<file path="src/rtl/cpu_bus_rmw.sv">
// cpu_bus_rmw: CPU load/store to word-bus bridge with sub-word RMW stores and bus watchdog; define CPU_BUS_MISALIGN_EN to fault misaligned halfword/word accesses
module cpu_bus_rmw #(
  parameter int ADDR_WIDTH     = 24,
  parameter int TIMEOUT_CYCLES = 255,
  parameter int TO_WIDTH       = 16
) (
  input  logic                  clk,
  input  logic                  rst,
  input  logic                  cpu_stb,
  input  logic                  cpu_we,
  input  logic [1:0]            cpu_size,
  input  logic                  cpu_sext,
  input  logic [ADDR_WIDTH-1:0] cpu_addr,
  input  logic [31:0]           cpu_dout,
  output logic [31:0]           cpu_din,
  output logic                  cpu_ack,
  output logic                  cpu_err,
  output logic                  bus_stb,
  output logic                  bus_we,
  output logic [ADDR_WIDTH-3:0] bus_addr,
  output logic [31:0]           bus_dout,
  input  logic [31:0]           bus_din,
  input  logic                  bus_ack
);
  typedef enum logic [1:0] {IDLE, RMW_RD, RMW_WR, ERR} state_t;
  state_t state, state_nxt;
  logic [31:0] wbuf, merged, ld;
  logic [TO_WIDTH-1:0] tcnt;
  logic [7:0] bsel;
  logic [15:0] hsel;
  logic is_byte, is_half, is_sub, mis, to_hit;
  assign bus_addr = cpu_addr[ADDR_WIDTH-1:2];
  assign is_byte = cpu_size == 2'b00;
  assign is_half = cpu_size == 2'b01;
  assign is_sub = ~cpu_size[1];
  assign to_hit = ~bus_ack & (tcnt == TO_WIDTH'(TIMEOUT_CYCLES - 1));
`ifdef CPU_BUS_MISALIGN_EN
  assign mis = is_half ? cpu_addr[0] : (cpu_size[1] & |cpu_addr[1:0]);
`else
  assign mis = 1'b0;
`endif
  // load lane select with optional sign extension, and store lane merge into the read word
  always_comb begin
    bsel = cpu_addr[1] ? (cpu_addr[0] ? bus_din[31:24] : bus_din[23:16])
                       : (cpu_addr[0] ? bus_din[15:8] : bus_din[7:0]);
    hsel = cpu_addr[1] ? bus_din[31:16] : bus_din[15:0];
    ld = is_byte ? {{24{cpu_sext & bsel[7]}}, bsel}
       : is_half ? {{16{cpu_sext & hsel[15]}}, hsel} : bus_din;
    merged = is_half ? (cpu_addr[1] ? {cpu_dout[15:0], bus_din[15:0]} : {bus_din[31:16], cpu_dout[15:0]})
           : cpu_addr[1:0] == 2'd0 ? {bus_din[31:8], cpu_dout[7:0]}
           : cpu_addr[1:0] == 2'd1 ? {bus_din[31:16], cpu_dout[7:0], bus_din[7:0]}
           : cpu_addr[1:0] == 2'd2 ? {bus_din[31:24], cpu_dout[7:0], bus_din[15:0]}
           : {cpu_dout[7:0], bus_din[23:0]};
  end
  // next state and bus/CPU handshake outputs
  always_comb begin
    state_nxt = state;
    bus_stb = 1'b0;
    bus_we = 1'b0;
    bus_dout = '0;
    cpu_din = '0;
    cpu_ack = 1'b0;
    cpu_err = 1'b0;
    case (state)
      IDLE: if (cpu_stb) begin
        if (mis) state_nxt = ERR;
        else if (cpu_we && is_sub) state_nxt = RMW_RD;
        else begin
          bus_stb = 1'b1;
          bus_we = cpu_we;
          bus_dout = cpu_we ? cpu_dout : '0;
          cpu_din = cpu_we ? '0 : ld;
          cpu_ack = bus_ack;
          state_nxt = to_hit ? ERR : IDLE;
        end
      end
      RMW_RD: begin
        bus_stb = 1'b1;
        state_nxt = bus_ack ? RMW_WR : to_hit ? ERR : RMW_RD;
      end
      RMW_WR: begin
        bus_stb = 1'b1;
        bus_we = 1'b1;
        bus_dout = wbuf;
        cpu_ack = bus_ack;
        state_nxt = bus_ack ? IDLE : to_hit ? ERR : RMW_WR;
      end
      default: begin
        cpu_ack = 1'b1;
        cpu_err = 1'b1;
        state_nxt = IDLE;
      end
    endcase
  end
  // state, write buffer capture on the RMW read, and watchdog count of unacknowledged strobe cycles
  always_ff @(posedge clk or posedge rst) begin
    if (rst) begin
      state <= IDLE;
      wbuf <= '0;
      tcnt <= '0;
    end else begin
      state <= state_nxt;
      if (state == RMW_RD && bus_ack) wbuf <= merged;
      tcnt <= (bus_stb && !bus_ack && state_nxt != ERR) ? tcnt + 1'b1 : '0;
    end
  end
endmodule

</file>
<file path="config.mk">
export PLATFORM = sky130hd
export DESIGN_NAME = cpu_bus_rmw
export DESIGN_NICKNAME = d
export VERILOG_FILES = /design/src/rtl/cpu_bus_rmw.sv
export SDC_FILE = /design/constraint.sdc
export NUM_CORES = 1
export LEC_CHECK = 0
export ABC_AREA = 1
export CAP_MARGIN = 20
export CORE_ASPECT_RATIO = 2
export CORE_MARGIN = 3
export CORE_UTILIZATION = 43
export CTS_CLUSTER_SIZE = 20
export DETAILED_ROUTE_END_ITERATION = 16
export PLACE_DENSITY = 0.82
export SYNTH_ARGS = -nofsm -noshare
export SYNTH_HDL_FRONTEND = slang
export SYNTH_SLANG_ARGS = --single-unit
</file>
<file path="constraint.sdc">
create_clock -name clk -period 2.51 [get_ports clk]
set_input_delay 0.251 -clock clk [delete_from_list [all_inputs] [get_ports clk]]
set_output_delay 0.251 -clock clk [all_outputs]
set_load 0.01 [all_outputs]
</file>
# After elaboration in Yosys (flattened, before gate mapping)
# Cells that the tools add are included.
# W data, S select, Z words.
# totals
ff_bits	50
out_inout_bits	90
input_bits	96
# classes
eq_ne	7
add_sub_neg	1
mux	38
bitwise	5
reduce_logical	10
# ops
cell	n
$mux W32	14
$pmux W32 S2	1
$mux W16	2
$mux W8	3
$add A16 B1 Y16 const B	1
$eq A16 B8 Y1 const B	1
$mux W2	6
$mux W1	8
$eq A2 B1 Y1 const B	3
$logic_not A2 Y1	3
$pmux W2 S3	1
$eq A2 B2 Y1 const B	2
$logic_and A1 B1 Y1	4
$pmux W1 S2	2
$and A1 B1 Y1	3
$pmux W1 S3	1
$reduce_or A3 Y1	1
$ne A2 B2 Y1 const B	1
$not A1 Y1	2
$reduce_or A2 Y1	1
$logic_not A1 Y1	1

# Longest topological paths before layout
# depth
ltp_word	9
depth_mapped	10
mapped_depth_nobuf	9

# Least setup slack after synthesis
# OpenSTA, ideal clock, no wires.
# synth_path
path_kind	reg2out
start	reg state[0]
end	out cpu_din[19]
arrival_ns	1.434
path_stages_with_launch	8
n_path_buf	1
setup_slack_ns	0.825
cell_sequence	dfrtp_1 inv_1 ha_1 nand2_1 nor2_1 nand3_2 buf_6 a211oi_2
# synth_via
elab_chain_len	2
# synth_rtl
element	line_no	source
start, declared	26	state_t state, state_nxt;
start signal, assigned	102	state <= state_nxt;
$logic_not A2 Y1	64	case (state)
$mux W32	64	
end, declared	15	output logic [31:0] cpu_din,
# No other way between the ends.

# Final worst setup path
# layout_path
start	reg state[0]
end	out cpu_din[31]
# Same word-level chain as after synthesis.

==> impl_metrics.ini <==
[power_and_ir_drop]
comb_power_share_pct = 52.7
p_clk_share_pct = 17.9
vdd.ir_drop.worst_uv = 512.2
p_seq_share_pct = 29.4
static-leakage-power_nw = 3.211
p_sw_share_pct = 40.64
power.internal_mw = 2.408
power_mw = 4.057
switchingPower_mw = 1.649
power_density_nw_per_um2 = 660.6

[route]
num_vias = 5080
drc = 0
via_per_inst = 5.546
firstDrtPassIters = 5
postRouteAntennaNets = 0
drt-initial-drc-count = 336
wl_per_cell_um = 19.37
drt_wl_total_mm = 17.74

[die]
core.rowCount = 50
die_h_um = 146.9
die_area_um2 = 11240
coreArea_um2 = 9509
die_w_um = 76.47
start_util_pct = 44.91
io_pins = 186

[grt]
antenna_found_initial = 0
grt_overflow = 0
grt_pass1_vias = 5312
grt_start_max_net_pins = 51
grt_pass1_wl_mm = 27.68
grt_util_met3_pct = 3.190
grt.busiest_layer = met2
grtUsageTotal_pct = 31.28
globalRouteMet2Util_pct = 59.39
grt_use_met1_pct = 32.86

[clock_tree]
path_clk_slew_ps = 70
clock-sinks = 50
cts_tree = built
ctsHoldBuffers = 0
clockBufferDepth = 2
cts_buffers = 5
clockRootBuffer = clkbuf_16
htree_levels = 2
clk_latency_ps = 300

[logic_synthesis]
synth.largest_area_cell = dfrtp_1
synthDistinctLibCells = 39
syn_area_um2 = 4270
synth_top_area_share_pct = 29.30
yosys_warnings = 0
synth-main-ff-cell = dfrtp_1
synth.yosys.seq_area_share_pct = 29.30
synth_seq_cells = 50
syn-mean-instance-area_um2 = 6.704
synth_cells = 637
async_flop_share_pct = 100.0
synth_edf_count = 0
synth.area.top_cells = dfrtp_1 29%, inv_1 9.4%, o21ai_0 8.6%, a21oi_1 8.1%, nand2_1 6.6%
synthesis.nets = 739

[sta]
rsz0062_at_grt = false
fmax_mhz = 418.9
worstMarginPinSlew_ps = 657.0
hold_viol_final = 0
finalClockSkew_ps = 7.479
relSlewSlack_pct = 56.20
setup_viol = 0
finalCriticalPeriod_ps = 2387
finalCritPeriodShare_pct = 95.10
setup_tns_ps = 0
maxSlewViolCount = 0

[min_path]
hold_class = primary input to async pin

[critical_path]
path_class = flop to output pin
crit_path_end_kind = output pin
required_ps = 2260
cp_max_fo = 22
r2r_setup_slack_ps = 490
worst_setup_path_start_kind = flop
reg2regPathDepth = 10
r2r-start = state[1]$_DFF_PP0_
r2r-end = tcnt[8]$_DFF_PP0_
cp-startpoint = state[0]$_DFF_PP0_
arrival_ps = 2140
critPathCapture = cpu_din[31]

[place]
place_area_um2 = 5964
hpwl_mm = 14.15
gp_congestion = 0.9285
dp_cells = 905
portBuffers = 141

[layout]
antenna_cells = 0
fin_area_um2 = 6141
area_growth_pct = 43.80
nets = 887
fillerInstances = 922
layout.cells.non_filler = 916
final_layout_size_suffix_gt1_share_pct = 11.96

[outcome]
status = finished, final reports clean

[flow_run]
cap_violations = 0
[registers in the layout, indices dropped and copies added, names as in the netlist]
register	count
tcnt	16
wbuf	32
state	2
[worst max-delay path, stage by stage, from the launching register on]
cell	delay (ps)
dfrtp_1	400
inv_1	100
ha_2	200
nand2_2	80
nor2_1	90
buf_4	160
nand3_2	110
buf_12	170
buf_4	130
nor2_1	100
dlygate4sd2_1	280
[metrics by stage]
step                hold WS [ps]  setup WS [ps]  util, %
finish                     445.3          123.0    64.58
global route               502.0          6.698    64.58
CTS                        472.7          3.792    63.82
detailed placement         488.4         -116.7    62.72
global placement           466.8         -76.10    62.72
floorplan                  407.1          824.8        -
[logic make-up after synthesis]
| logic type | after synthesis | synth area share, % |
|---|---|---|
| adders and majority gates | 6 | 1.758 |
| DFF | 50 | 29.30 |
| and+or+nand+nor | 178 | 18.05 |
| xor gates and xnor gates | 8 | 1.641 |
| muxes | 1 | 0.2637 |
| AOI/OAI and AO/OA | 227 | 31.38 |
| buffers and inverters | 167 | 17.61 |
[synthesized netlist by cell type, types with 4 or more instances]
master,instances
a211oi_2,7
inv_1,107
buf_4,23
a32oi_1,7
inv_2,4
ha_1,6
a21oi_1,69
nand4_1,5
nand2_1,75
buf_2,11
o21ai_1,5
o22ai_1,37
dfrtp_1,50
nor3_1,7
xor2_1,4
nor2_1,69
o221ai_1,7
a211oi_1,4
clkbuf_1,16
a31oi_1,12
xnor2_1,4
nand3_1,12
o21ai_0,73
[final cells by class]
cell class	instances	area, um^2	share of cell area (%)
multi-input combinational	420	2278	37.10
clock buffer	5	125.1	2.037
tap	130	162.7	2.649
inverter	113	430.4	7.009
sequential	50	1251	20.37
clock inverter	3	28.78	0.4686
timing repair buffer	195	1864	30.36
[layout by cell type, fill, tap and decap left out, types with 2 or more instances in the layout]
cell	netlist	routed
a21oi_1	69	69
nand2_2	2	3
clkdlybuf4s50_1	0	77
clkbuf_16	0	5
nor2_4	3	3
o21ai_0	73	73
inv_2	4	6
inv_1	107	104
nand3_1	12	12
a32oi_1	7	7
xnor2_1	4	4
o2111ai_1	2	2
o221ai_1	7	7
nor2_1	69	69
xor2_1	4	4
buf_4	23	49
a211oi_2	7	7
o22ai_1	37	36
nand2_1	75	74
o211ai_1	2	2
dlymetal6s2s_1	0	19
dfrtp_1	50	50
clkbuf_2	0	2
buf_12	0	5
nor3_1	7	7
nand4_1	5	5
a31oi_1	12	12
o21ai_1	5	5
dlygate4sd2_1	0	42
a211oi_1	4	4
ha_1	6	5
[worst min-delay path by stage]
stage / end / slack (ps)
6_report: state[1]$_DFF_PP0_ / 450
5_1_grt: bus_addr[4] / 500
3_3_place_gp: tcnt[0]$_DFF_PP0_ / 470
2_1_floorplan: wbuf[9]$_DFFE_PP0P_ / 410
3_5_place_dp: tcnt[0]$_DFF_PP0_ / 490
4_1_cts: state[0]$_DFF_PP0_ / 470
[repair_timing]
item | CTS | global route
setup endpoints to repair | 46 | 27
buffers inserted | 0 | 3
gates resized for setup | 46 | 29
[power groups by stage]
stage | sequential, mW | combinational [mW] | clock [mW]
after floorplan | 1.17 | 1.15 | 0
after global placement | 1.19 | 2.18 | 0
after detailed placement | 1.21 | 2.22 | 0
after CTS | 1.19 | 2.13 | 0.727
after global routing | 1.22 | 2.33 | 0.758
final | 1.19 | 2.14 | 0.725
[layer usage]
metal / share of wire [%] / up-vias
met5: 0 / -
met4: 5.3 / 0
met3: 4.9 / 66
met2: 54 / 229
met1: 35 / 2365
li1: - / 2420
No activity file was read; power rests on OpenSTA's default activity.
